**src/rtl/iter_arbiter.sv**
```systemverilog
// iter_arbiter: round-robin arbiter sequencing one shared load/iterate/zero datapath.
// Ports:
//   clk      - clock, rising edge
//   rst_n    - asynchronous active-low reset
//   req      - request levels, one bit per requester
//   gnt      - one-hot grant, held from INIT through FIN
//   done     - one-cycle completion pulse to the granted requester (during FIN)
//   err      - one-cycle timeout pulse, coincident with done
//   dp_load  - datapath load strobe (INIT)
//   dp_iter  - datapath iterate enable (ITER while zero flag is low)
//   dp_zero  - datapath termination flag
//   busy     - high whenever the sequencer is not idle
//   iter_cnt - dp_iter cycles counted in the current or last operation
module iter_arbiter #(
    parameter int N_REQ    = 4,
    parameter int MAX_ITER = 16,
    parameter int CNT_W    = 5
) (
    input  logic             clk,
    input  logic             rst_n,
    input  logic [N_REQ-1:0] req,
    output logic [N_REQ-1:0] gnt,
    output logic [N_REQ-1:0] done,
    output logic [N_REQ-1:0] err,
    output logic             dp_load,
    output logic             dp_iter,
    input  logic             dp_zero,
    output logic             busy,
    output logic [CNT_W-1:0] iter_cnt
);
    localparam int PW = $clog2(N_REQ);

    typedef enum logic [1:0] {IDLE, INIT, ITER, FIN} state_t;

    state_t             state, state_nx;
    logic [PW-1:0]      ptr, ptr_nx, gidx;
    logic [N_REQ-1:0]   sel, oh;
    logic [2*N_REQ-1:0] rr, gg;
    logic               last;

    assign dp_load = state == INIT;
    assign dp_iter = (state == ITER) && !dp_zero;
    assign busy    = state != IDLE;
    assign last    = iter_cnt == CNT_W'(MAX_ITER - 1);

    // Rotate requests so the pointer sits at bit 0, pick the lowest set bit,
    // then rotate the one-hot pick back into requester positions.
    always_comb begin
        rr = {req, req} >> ptr;
        oh = '0;
        for (int i = N_REQ - 1; i >= 0; i--)
            if (rr[i]) oh = N_REQ'(1) << i;
        gg  = {oh, oh} << ptr;
        sel = gg[2*N_REQ-1:N_REQ];
    end

    always_comb begin
        gidx = '0;
        for (int i = 0; i < N_REQ; i++)
            if (gnt[i]) gidx = PW'(i);
        ptr_nx = (gidx == PW'(N_REQ - 1)) ? '0 : gidx + 1'b1;
    end

    always_comb begin
        state_nx = state;
        case (state)
            IDLE:    state_nx = |req ? INIT : IDLE;
            INIT:    state_nx = ITER;
            ITER:    state_nx = (dp_zero || last) ? FIN : ITER;
            default: state_nx = IDLE;
        endcase
    end

    always_ff @(posedge clk or negedge rst_n) begin
        if (!rst_n) begin
            state    <= IDLE;
            ptr      <= '0;
            gnt      <= '0;
            done     <= '0;
            err      <= '0;
            iter_cnt <= '0;
        end else begin
            state <= state_nx;
            done  <= '0;
            err   <= '0;
            if (state == IDLE && |req) begin
                gnt      <= sel;
                iter_cnt <= '0;
            end
            if (dp_iter && iter_cnt != CNT_W'(MAX_ITER))
                iter_cnt <= iter_cnt + 1'b1;
            // A zero flag on the final allowed cycle still counts as normal completion.
            if (state == ITER && (dp_zero || last)) begin
                done <= gnt;
                err  <= dp_zero ? '0 : gnt;
            end
            if (state == FIN) begin
                gnt <= '0;
                ptr <= ptr_nx;
            end
        end
    end
endmodule

```
**config.mk**
```make
export PLATFORM = sky130hd
export DESIGN_NAME = iter_arbiter
export DESIGN_NICKNAME = d
export VERILOG_FILES = /design/src/rtl/iter_arbiter.sv
export SDC_FILE = /design/constraint.sdc
export NUM_CORES = 1
export LEC_CHECK = 0
export ABC_AREA = 1
export BUFFER_PORTS_ARGS = -buffer_cell sky130_fd_sc_hd__buf_2
export CAP_MARGIN = 0
export CORE_MARGIN = 1
export CORE_UTILIZATION = 50
export CTS_CLUSTER_DIAMETER = 30
export CTS_CLUSTER_SIZE = 8
export DETAILED_ROUTE_END_ITERATION = 10
export HOLD_SLACK_MARGIN = 0.12
export PLACE_DENSITY = 0.83
export SETUP_SLACK_MARGIN = 0.2
export SLEW_MARGIN = 25
export SYNTH_ARGS = -nofsm -noshare
export SYNTH_HDL_FRONTEND = slang
export SYNTH_SLANG_ARGS = --single-unit
```
**constraint.sdc**
```tcl
create_clock -name clk -period 2.25 [get_ports clk]
set_input_delay 0.3375 -clock clk [delete_from_list [all_inputs] [get_ports clk]]
set_output_delay 0.3375 -clock clk [all_outputs]
set_load 0.03 [all_outputs]
```
======== Yosys cells after proc, flatten, opt, wreduce, memory -nomap -nowiden ========
Index checks and enable logic that the tools add are counted.
word-level totals
  word-level logic and storage cells ...... 45
  input bits .............................. 7
  register bits ........................... 21
  output and inout port bits .............. 20
cells by class
  reduce and logical (&&, ||, !) cells .... 11
  $add $sub $neg .......................... 2
  shifts and indexed selects .............. 2
  equal/unequal tests ..................... 6
  muxes and demuxes ....................... 18
operators by type and width
  operator                                                               number
  4-bit 2-to-1 mux                                                       9
  5-bit 2-to-1 mux                                                       2
  8-bit by 2-bit << shifter with 8-bit output                            1
  8-bit by 2-bit >> shifter with 4-bit output                            1
  2-bit equality test, second input constant                             3
  2-bit 2-to-1 mux                                                       3
  2-bit one-hot mux with 3 select lines                                  1
  2-bit nonzero test                                                     3
  5-bit by 1-bit adder with 5-bit output, second input constant          1
  5-bit by 4-bit equality test with 1-bit output, second input constant  1
  5-bit inequality test, second input constant                           1
  1-bit logical AND                                                      4
  4-bit OR reduction                                                     1
  1-bit 2-to-1 mux                                                       3
  2-bit by 1-bit adder with 2-bit output, second input constant          1
  2-bit by 1-bit equality test with 1-bit output, second input constant  1
  2-bit logical NOT                                                      1
  1-bit logical NOT                                                      1
  1-bit logical OR                                                       1

======== Logic depth before layout (Yosys ltp) ========
Gate-level depths: netlist of run 1.
  depth after elaboration ................. 8
  mapped depth ............................ 11
  gate-level depth less buffers ........... 10

======== Worst setup path after synthesis of run 1 ========
No wires, ideal clock.
  path type ............................... register to register
  start point ............................. register state[0]
  end point ............................... register iter_cnt[2]
  period minus slack after synthesis ...... 1.729 ns
  cell stages (with the launch flop) ...... 8
  slack ................................... 0.521 ns
  buffers on the path ..................... 0
  arrival ................................. 1.595 ns
  setup time .............................. 0.134 ns
  cells stage by stage .................... dfrtp_1 inv_1 ha_1 inv_1 nor2_1 o21ai_1 nand2_1 o32ai_1
between the ends
  word-level cells in the longest chain between the ends .. 4
  elaborated cells on any way between the ends .. 7
RTL lines
  what                                                           RTL line  source
  start: declaration                                             35        state_t state, state_nx;
  start signal: assignment                                       83        state <= state_nx;
  2-bit equality test (*)                                        42        assign dp_iter = (state == ITER) && !dp_zero;
  1-bit logical AND (*)                                          42
  named net dp_iter                                              26        output logic dp_iter,
  1-bit logical AND (*)                                          90        if (dp_iter && iter_cnt != CNT_W'(MAX_ITER))
  5-bit 2-to-1 mux / 2-bit nonzero test (equally long branches)  -
  end signal: assignment                                         91        iter_cnt <= iter_cnt + 1'b1;
  end: declaration                                               29        output logic [CNT_W-1:0] iter_cnt
Mark *: on every way through the listed nets, which the timed path passes. The rest lies on a longest branch.
A chain may end at the register's enable or synchronous reset.

======== Worst setup path in the final report of run 1 ========
  start point ............................. register iter_cnt[0]
  end point ............................... register err[2]
between the ends
  word-level cells in the longest chain between the ends .. 4
RTL lines
  what                                            RTL line  source
  5-bit by 4-bit equality test with 1-bit output  44        assign last = iter_cnt == CNT_W'(MAX_ITER - 1);
  1-bit logical OR                                93        if (state == ITER && (dp_zero || last)) begin
  1-bit logical AND                               93
  4-bit 2-to-1 mux                                93
  end signal: assignment                          95        err <= dp_zero ? '0 : gnt;
  end: declaration                                24        output logic [N_REQ-1:0] err,
Every way passes these cells.

==> flow_summary.ini, run 1 <==
[yosys]
synth_most_common_cell = nand2_1
syn_avg_cell_area_sq_um = 7.355
postSynthCellCount = 164
synth_common_cells = nand2_1, inv_1, nand3_1
yosys.cell_types.count = 18
yosys_register_bits = 21
synth_enable_flop_cells = 0
yosysTopAreaCellShare_pct = 43.57
synth_fp_nets = 178
yosys_warnings = 0
async_reset_ff_share_pct = 100.0
synthFlopType = dfrtp_1
synth.largest_area_cell = dfrtp_1
synth_area_leaders = dfrtp_1, nand2_1, nand3_1
syn_area_sq_mm = 0.001206
yosysSeqAreaShare_pct = 43.57

[global_routing]
grt_pass1_vias = 1092
groute.layer.met3.usage_pct = 2.679
met2_usage_pct = 40.35
grt_max_degree = 22
grt_pass1_wl_microns = 4278
grt_overflow_total = 0
grtUsageMet1_pct = 24.67
grt_antenna_before_repair = 0
grt_busiest_layer = met2
grt_use_total_pct = 21.69

[power]
power_leakage_nw = 0.8364
p_comb_share_pct = 54.4
p_seq_share_pct = 34.9
sw_frac_of_total_pct = 50.69
power_density_mw_per_mm2 = 1202
ir_drop_mv = 0.7422
power.internal_uw = 819.1
p_clk_share_pct = 10.8
p_switching_uw = 841.8

[cts]
postCtsSetupBuffers = 0
clkLatencyLatePin_ns = 0.29
path_clk_slew_ns = 0.12
cts_buffer_depth = 2
cts.repair.resized = 0
cts_max_level = 1
cts_tree = built
cts_root_buf = clkbuf_4
cts_buffers = 3
clock_sink_count = 21

[detailed_routing]
drtIter0Drc = 10
wire_per_inst_microns = 11.17
drc = 0
routed_wirelength_microns = 2457
antenna_left = 0
first_pass_iters = 4
num_vias = 1113
vias_per_cell = 5.059

[setup_path]
regToRegSetupSlack_ns = 0.45
r2r_cells = 8
crit_path_top_delay_cell = dfrtp_1
cp-end-kind = flop
cp.depth = 8
crit_buf_inv = 1
worstPathMaxFanout = 6
max_stage_delay_ns = 0.45
worstReg2RegEnd = err[2]$_DFF_PN0_
arrival_ns = 2.00
critPathRequiredTime_ns = 2.45
timing.rr.start = iter_cnt[0]$_DFFE_PN0P_
worstSetupPathType = flop to flop
cp_top_family = flip-flops
cp-start-kind = flop
path_cells = ha_1, nand2_1, nor2_1, ha_1, o21ai_0, nor2_1, nand2_1, inv_1

[timing]
tns_ns = 0
fin_crit_ns = 1.798
slew_headroom_pct = 63.02
fmax_mhz = 556.1
tightest_slew_ns = 0.5489
rsz0062_at_grt = no
setup_viol = 0
drv_slew = 0
fin_crit_sh_pct = 79.92
fin_ws_ns = 0.4517
finClkSkew_ns = 0.004907
hold_violations = 0

[placement]
dp_slack_ns = 0.4585
port_buffers = 26
dp_hpwl_microns = 1891
place.gp.congestion = 0.8377
dp.cells = 215

[die]
io_pins = 27
rows = 17
die-area_sq_mm = 0.002613
initial_utilization_pct = 54.01
core_sq_mm = 0.002233
die_h_microns = 51.12
die_x_microns = 51.12

[hold_path]
min-delay-start = dp_zero
holdPathStages = 4
holdPathEnd = err[0]$_DFF_PN0_
hold_path_class = input pin to flop

[cells_and_area]
areaGrowthSynthToFinish_pct = 14.52
multiInputGateArea_sq_um = 538.0
drive_above_1_share_pct = 17.19
fin_nets = 207
fillers = 213
antenna_cells = 0
regArea_sq_um = 525.5
finalNonFillerCells = 220

[outcome]
status = complete, no violations

[job]
cap_violations = 0
power groups by stage:
| stage | sequential [mW] | combinational (mW) | clock, mW |
|---|---|---|---|
| after floorplan | 0.643 | 0.652 | 0 |
| after global placement | 0.578 | 0.870 | 0 |
| after detailed placement | 0.587 | 0.898 | 0 |
| after CTS | 0.579 | 0.906 | 0.183 |
| after global routing | 0.592 | 1.02 | 0.197 |
| final | 0.579 | 0.903 | 0.179 |
layout by cell type (no fill, tap or decap), types with 2 or more instances in the layout:
| cell type | instances |
|---|---|
| clkbuf_4 | 3 |
| nand3_1 | 24 |
| nand2_1 | 50 |
| o22ai_1 | 2 |
| o32ai_1 | 2 |
| inv_2 | 2 |
| nor2_1 | 12 |
| o21ai_0 | 6 |
| inv_1 | 27 |
| nand4_1 | 2 |
| ha_1 | 7 |
| dfrtp_1 | 21 |
| clkinv_1 | 2 |
| buf_2 | 26 |
sequential cells by signal (all words and copies together), names as in the netlist:
signal,count
err,4
state,2
ptr,2
gnt,4
done,4
iter_cnt,5
worst reg2reg max path, stage by stage, from the launching register on:
cell and delay, ns:
dfrtp_1 0.45, ha_1 0.23, nand2_1 0.09, nor2_1 0.05
ha_1 0.17, o21ai_0 0.45, nor2_1 0.14, nand2_1 0.09
inv_1 0.04
stage by stage:
step           hold WS, ns  total power [mW]  area, sq um  utilization, %
4_1_cts             0.3216             1.668         1381           61.85
3_5_place_dp        0.3195             1.484         1345           60.22
2_1_floorplan      0.04191             1.295         1206               -
3_3_place_gp        0.3042             1.448         1345           60.22
5_1_grt             0.3436             1.814         1381           61.85
6_report            0.3251             1.661         1381           61.85
worst max path at each step:
stage                                          to                     from  slack, ns
final                            err[2]$_DFF_PN0_  iter_cnt[0]$_DFFE_PN0P_       0.45
after global routing             err[2]$_DFF_PN0_  iter_cnt[0]$_DFFE_PN0P_       0.20
after CTS                        err[2]$_DFF_PN0_  iter_cnt[0]$_DFFE_PN0P_       0.45
after detailed placement         err[2]$_DFF_PN0_  iter_cnt[0]$_DFFE_PN0P_       0.46
after global placement           err[3]$_DFF_PN0_  iter_cnt[0]$_DFFE_PN0P_       0.61
after floorplan           iter_cnt[2]$_DFFE_PN0P_       state[0]$_DFF_PN0_       0.52
routing by layer:
| metal | wire [microns] | up-vias |
|---|---|---|
| li1 | - | 567 |
| met1 | 1052 | 519 |
| met2 | 1300 | 23 |
| met3 | 75 | 4 |
| met4 | 29 | 0 |
| met5 | 0 | - |
cells by family (layout without fill, tap and decap cells):
kind of cell	Yosys count	in the layout	share of synthesized area, %
compound gates	13	13	6.535
fa+ha+maj	7	7	7.261
buf+inv	34	62	11.83
flops	21	21	43.57
simple gates	89	89	30.81
layout make-up:
cell class	count	area share, %
flip-flops and latches	21	38.04
well taps	28	2.536
repair buffers	27	10.14
inverters	31	8.424
clock buffers	4	1.902
multi-input cells	109	38.95
repair_timing:
action / CTS / global route
endpoints found under the setup margin: 0 / 0
endpoints found under the hold margin: 21 / 0
hold buffers: 1 / 0
Note: power is estimated with default switching activity, not from simulation.
==> run 2, diff against run 1 <==
==> constraint.sdc (replaced) <==
create_clock -name clk -period 1.85 [get_ports clk]
set_input_delay 0.2775 -clock clk [delete_from_list [all_inputs] [get_ports clk]]
set_output_delay 0.2775 -clock clk [all_outputs]
set_load 0.03 [all_outputs]
==> flow_summary.ini, run 2 (synthesis results as in run 1) <==
[outcome]
status = complete, no violations

[cells_and_area]
fin_nets = 211
fin_util_pct = 64.15
fillers = 193
largest_reg_flops = 5
top_register = iter_cnt
multiInputGateArea_sq_um = 548.0
areaGrowthSynthToFinish_pct = 18.78
drive_above_1_share_pct = 21.43
final_common_cell = nand2_1
regArea_sq_um = 526.8
antenna_cells = 0
final_cell_mix = nand2_1, inv_1, buf_2, nand3_1, dfrtp_1

[setup_path]
max_stage_delay_ns = 0.42
worstPathMaxFanout = 3
regToRegSetupSlack_ns = 0.34
cpMostUsedCell = inv_1
cp-start-kind = flop
crit_buf_inv = 3
arrival_ns = 1.33
cp-end-kind = output port
cp_top_family = flip-flops
r2r_cells = 8
critPathRequiredTime_ns = 1.57
timing.rr.start = iter_cnt[0]$_DFFE_PN0P_
worstSetupPathType = flop to output port
path_cells = inv_1, ha_1, inv_1, nor2_2, buf_6
crit_path_top_delay_cell = dfrtp_1
worstReg2RegEnd = err[0]$_DFF_PN0_

[detailed_routing]
num_vias = 1174
drc = 0
met3_length_microns = 156
routed_wirelength_microns = 2530
routed-wl-met2_microns = 1318
wire_per_inst_microns = 11.29
drt-met1-wl_microns = 1043
first_pass_iters = 4
vias_per_cell = 5.241
maxUsedRoutingLayer = met4
drtIter0Drc = 40
antenna_left = 0

[placement]
dp_hpwl_microns = 1954
port_buffers = 26
place.gp.congestion = 0.8342

[timing]
fin_crit_ns = 1.605
fin_crit_sh_pct = 86.74
tns_ns = 0
tightest_slew_ns = 0.4644
slew_headroom_pct = 69.04
finClkSkew_ns = 0.001403
rsz0062_at_grt = yes
fin_hold_ws_ns = 0.2936
setup_viol = 0
drv_slew = 0
fmax_mhz = 623.2
hold_violations = 0

[global_routing]
grt_antenna_before_repair = 0
grt_max_degree = 22
grt_use_total_pct = 21.83
grt_overflow_total = 0
grt_pass1_wl_microns = 4271
grt_pass1_vias = 1036

[power]
power_density_mw_per_mm2 = 1478
ir_drop_mv = 1.074
power_leakage_nw = 0.8605

[hold_path]
min-delay-start = dp_zero
holdPathEnd = err[1]$_DFF_PN0_
hold_path_class = input pin to flop
holdPathStages = 4

[cts]
path_clk_slew_ns = 0.11
cts_root_buf = clkbuf_4
cts_tree = built
clkLatencyLatePin_ns = 0.30
cts_buffers = 3
clock_sink_count = 21
cts_max_level = 1
cts_buffer_depth = 2

[die]
initial_utilization_pct = 54.01
die_h_microns = 51.12
rows = 17
io_pins = 27
core_sq_mm = 0.002233
die-area_sq_mm = 0.002613
die_x_microns = 51.12

[job]
cap_violations = 0
[run 2: worst max-delay path by stage]
stage	from	end	slack, ns	depth (start not counted)
2_1_floorplan	iter_cnt[0]$_DFFE_PN0P_	err[0]$_DFF_PN0_	0.28	8
6_report	state[0]$_DFF_PN0_	dp_iter	0.25	5
3_3_place_gp	iter_cnt[0]$_DFFE_PN0P_	err[3]$_DFF_PN0_	0.30	8
5_1_grt	state[0]$_DFF_PN0_	dp_iter	0.17	5
3_5_place_dp	ptr[0]$_DFFE_PN0P_	gnt[3]$_DFFE_PN0P_	0.24	10
4_1_cts	ptr[0]$_DFFE_PN0P_	gnt[3]$_DFFE_PN0P_	0.22	10
[run 2: what timing repair did]
action                                 4_1_cts  5_1_grt
setup endpoints to repair                    0       14
setup buffers                                0        4
resized for setup                            0        7
endpoints found under the hold margin       21        0
hold buffers                                 1        0
[run 2: layout make-up]
class / instances / share of cell area [%]
clock buffer: 3 / 1.572
multi-input combinational: 109 / 38.25
tap: 28 / 2.445
sequential: 21 / 36.77
clock inverter: 1 / 0.3493
inverter: 31 / 8.297
timing repair buffer: 31 / 12.31
[run 2: per-stage QoR]
| stage | cell area, sq um | power (mW) | worst slack [ns] | instances |
|---|---|---|---|---|
| floorplan | 1209 | 1.579 | 0.2753 | 164 |
| global placement | 1348 | 1.761 | 0.3050 | 215 |
| detailed placement | 1348 | 1.809 | 0.2389 | 215 |
| CTS | 1385 | 2.032 | 0.2236 | 220 |
| global route | 1433 | 2.307 | 0.1727 | 224 |
| finish | 1433 | 2.118 | 0.2453 | 224 |
[run 2: where the power goes]
group          internal (mW)  leakage, nW  switching, mW
Sequential             0.570        0.280          0.134
Combinational          0.409        0.563          0.788
Clock                 0.0807       0.0177          0.136
Total                   1.06        0.860           1.06
[run 2: worst register-to-register path, delay by kind of cell (launching register included)]
kind            cells  cell delay [ns]
compound gates      1             0.20
fa+ha+maj           2             0.41
buf+inv             1             0.04
flops               1             0.45
simple gates        4             0.30
[run 2: metal layers]
layer	vias to the layer above	track usage (%)
li1	582	-
met1	552	26.30
met2	38	39.04
met3	2	5.655
met4	0	4.167
met5	-	0
==> run 3, diff against run 2 <==
--- a/config.mk
+++ b/config.mk
@@ -5,16 +5,16 @@
 export SDC_FILE = /design/constraint.sdc
 export NUM_CORES = 1
 export LEC_CHECK = 0
-export ABC_AREA = 1
-export BUFFER_PORTS_ARGS = -buffer_cell sky130_fd_sc_hd__buf_2
+export BUFFER_PORTS_ARGS = -buffer_cell sky130_fd_sc_hd__buf_4
 export CAP_MARGIN = 0
 export CORE_MARGIN = 1
 export CORE_UTILIZATION = 50
 export CTS_CLUSTER_DIAMETER = 30
 export CTS_CLUSTER_SIZE = 8
 export DETAILED_ROUTE_END_ITERATION = 10
+export GPL_ROUTABILITY_DRIVEN = 0
 export HOLD_SLACK_MARGIN = 0.12
-export PLACE_DENSITY = 0.83
+export PLACE_DENSITY = 0.84
 export SETUP_SLACK_MARGIN = 0.2
 export SLEW_MARGIN = 25
 export SYNTH_ARGS = -nofsm -noshare
==> flow_summary.ini, run 3 <==
[yosys]
synthFlopType = dfrtp_1
yosysSeqAreaShare_pct = 49.65
yosys_warnings = 0
synth_area_leaders = dfrtp_1, ha_1, nand2_1
synth_common_cells = dfrtp_1, nand2_1, inv_1
syn_area_sq_mm = 0.001059
synth_fp_nets = 116
async_reset_ff_share_pct = 100.0
yosys.cell_types.count = 28
yosysTopAreaCellShare_pct = 49.65
synth_enable_flop_cells = 0
postSynthCellCount = 102
yosys_register_bits = 21
synth.largest_area_cell = dfrtp_1
synth_most_common_cell = dfrtp_1
syn_avg_cell_area_sq_um = 10.38

[setup_path]
cpMostUsedCell = buf_6
cp-start-kind = flop
critPathRequiredTime_ns = 1.57
arrival_ns = 1.36
worstPathMaxFanout = 5
path_cells = inv_2, ha_4, nor2b_4, buf_6, buf_6
max_stage_delay_ns = 0.41
cp-end-kind = output port
worstSetupPathType = flop to output port
timing.rr.start = iter_cnt[0]$_DFFE_PN0P_
worstReg2RegEnd = done[1]$_DFF_PN0_
regToRegSetupSlack_ns = 0.24
crit_path_top_delay_cell = dfrtp_1
r2r_cells = 5

[detailed_routing]
num_vias = 884
antenna_left = 0
vias_per_cell = 5.457
drc = 0
drtIter0Drc = 18
first_pass_iters = 4
wire_per_inst_microns = 14.01
routed_wirelength_microns = 2269

[cells_and_area]
largest_reg_flops = 5
final_common_cell = buf_4
top_register = iter_cnt
fin_nets = 150
final_cell_mix = buf_4, dfrtp_1, nand2_1, inv_1, a21oi_1
antenna_cells = 0
drive_above_1_share_pct = 33.33
areaGrowthSynthToFinish_pct = 31.56

[timing]
rsz0062_at_grt = yes
tightest_slew_ns = 0.4648
fmax_mhz = 610.7
slew_headroom_pct = 68.91
setup_viol = 0
hold_violations = 0
drv_slew = 0
finClkSkew_ns = 0.009149
fin_hold_ws_ns = 0.2590
fin_crit_ns = 1.637
tns_ns = 0
fin_crit_sh_pct = 88.51

[die]
core_sq_mm = 0.001982
die-area_sq_mm = 0.002305
die_h_microns = 48.01
initial_utilization_pct = 53.41
io_pins = 27
rows = 16
die_x_microns = 48.01

[global_routing]
grt_pass1_wl_microns = 3318
grt_pass1_vias = 820
grt_overflow_total = 0
grt_max_degree = 22
grt_antenna_before_repair = 0
grt_use_total_pct = 21.06

[cts]
clock_sink_count = 21
path_clk_slew_ns = 0.10
clkLatencyLatePin_ns = 0.31
cts_tree = built
cts_max_level = 1
cts_buffer_depth = 2
cts_root_buf = clkbuf_4
cts_buffers = 3

[power]
power_leakage_nw = 0.7113
power_density_mw_per_mm2 = 1388
ir_drop_mv = 0.9399

[hold_path]
hold_path_class = input pin to flop
min-delay-start = req[0]
holdPathStages = 3
holdPathEnd = gnt[0]$_DFFE_PN0P_

[outcome]
status = complete, no violations

[placement]
dp_hpwl_microns = 1629
port_buffers = 26

[job]
cap_violations = 0
-- run 3: critical path: cells and delay by family, from the launching register on --
family	cells	cell delay, ns
AND/OR/NAND/NOR	1	0.14
buffers and inverters	3	0.35
flip-flops	1	0.41
adder cells (fa/ha/maj)	1	0.15
-- run 3: cell type report --
cell class              count  area (sq um)
inverters                   8         30.03
well taps                  27         33.78
clock buffers               4         26.28
fillers                   140         589.3
flip-flops and latches     21         526.8
multi-input cells          70         525.5
repair buffers             32         250.2
-- run 3: worst max-delay path by stage --
stage                       startpoint                      end  slack, ns
6_report            state[0]$_DFF_PN0_                  dp_iter       0.21
5_1_grt             state[0]$_DFF_PN0_                  dp_iter       0.15
4_1_cts             state[0]$_DFF_PN0_                  dp_iter       0.20
3_5_place_dp        state[0]$_DFF_PN0_  iter_cnt[3]$_DFFE_PN0P_       0.23
3_3_place_gp        state[0]$_DFF_PN0_  iter_cnt[3]$_DFFE_PN0P_       0.23
2_1_floorplan  iter_cnt[0]$_DFFE_PN0P_        done[1]$_DFF_PN0_       0.25
-- run 3: repair_timing --
item	CTS	global route
hold endpoints to repair	21	0
gates cloned	0	0
setup buffers	3	1
setup endpoints to repair	3	9
hold buffers	1	0
gates resized for setup	3	8
-- run 3: metrics by stage --
step	power (mW)	std cells	cell area (sq um)	setup WS, ns	utilization (%)
after floorplan	1.275	102	1059	0.2489	-
after global routing	2.054	162	1393	0.1519	70.27
final	1.932	162	1393	0.2126	70.27
after global placement	1.528	153	1282	0.2342	64.71
after CTS	1.845	161	1348	0.1961	67.99
after detailed placement	1.576	153	1282	0.2308	64.71
-- run 3: per-layer routing --
metal,wire (microns),vias up,global-route usage (%)
met3,129,7,4.151
li1,-,418,-
met1,928,422,25.06
met5,0,-,0
met2,1148,37,35.14
met4,62,0,12.22
-- run 3: logic make-up (layout without fill, tap and decap cells) --
group / after synthesis / count (layout) / synth area share (%)
buf+inv: 11 / 44 / 4.019
flops: 21 / 21 / 49.65
mux: 1 / 1 / 1.064
compound gates: 27 / 27 / 19.39
simple gates: 35 / 35 / 17.61
fa+ha+maj: 7 / 7 / 8.274
-- run 3: power breakdown --
| group | switching, mW | total [mW] | internal (mW) |
|---|---|---|---|
| Combinational | 0.559 | 1.00 | 0.444 |
| Clock | 0.136 | 0.221 | 0.0844 |
| Sequential | 0.143 | 0.708 | 0.565 |
| Total | 0.839 | 1.93 | 1.09 |
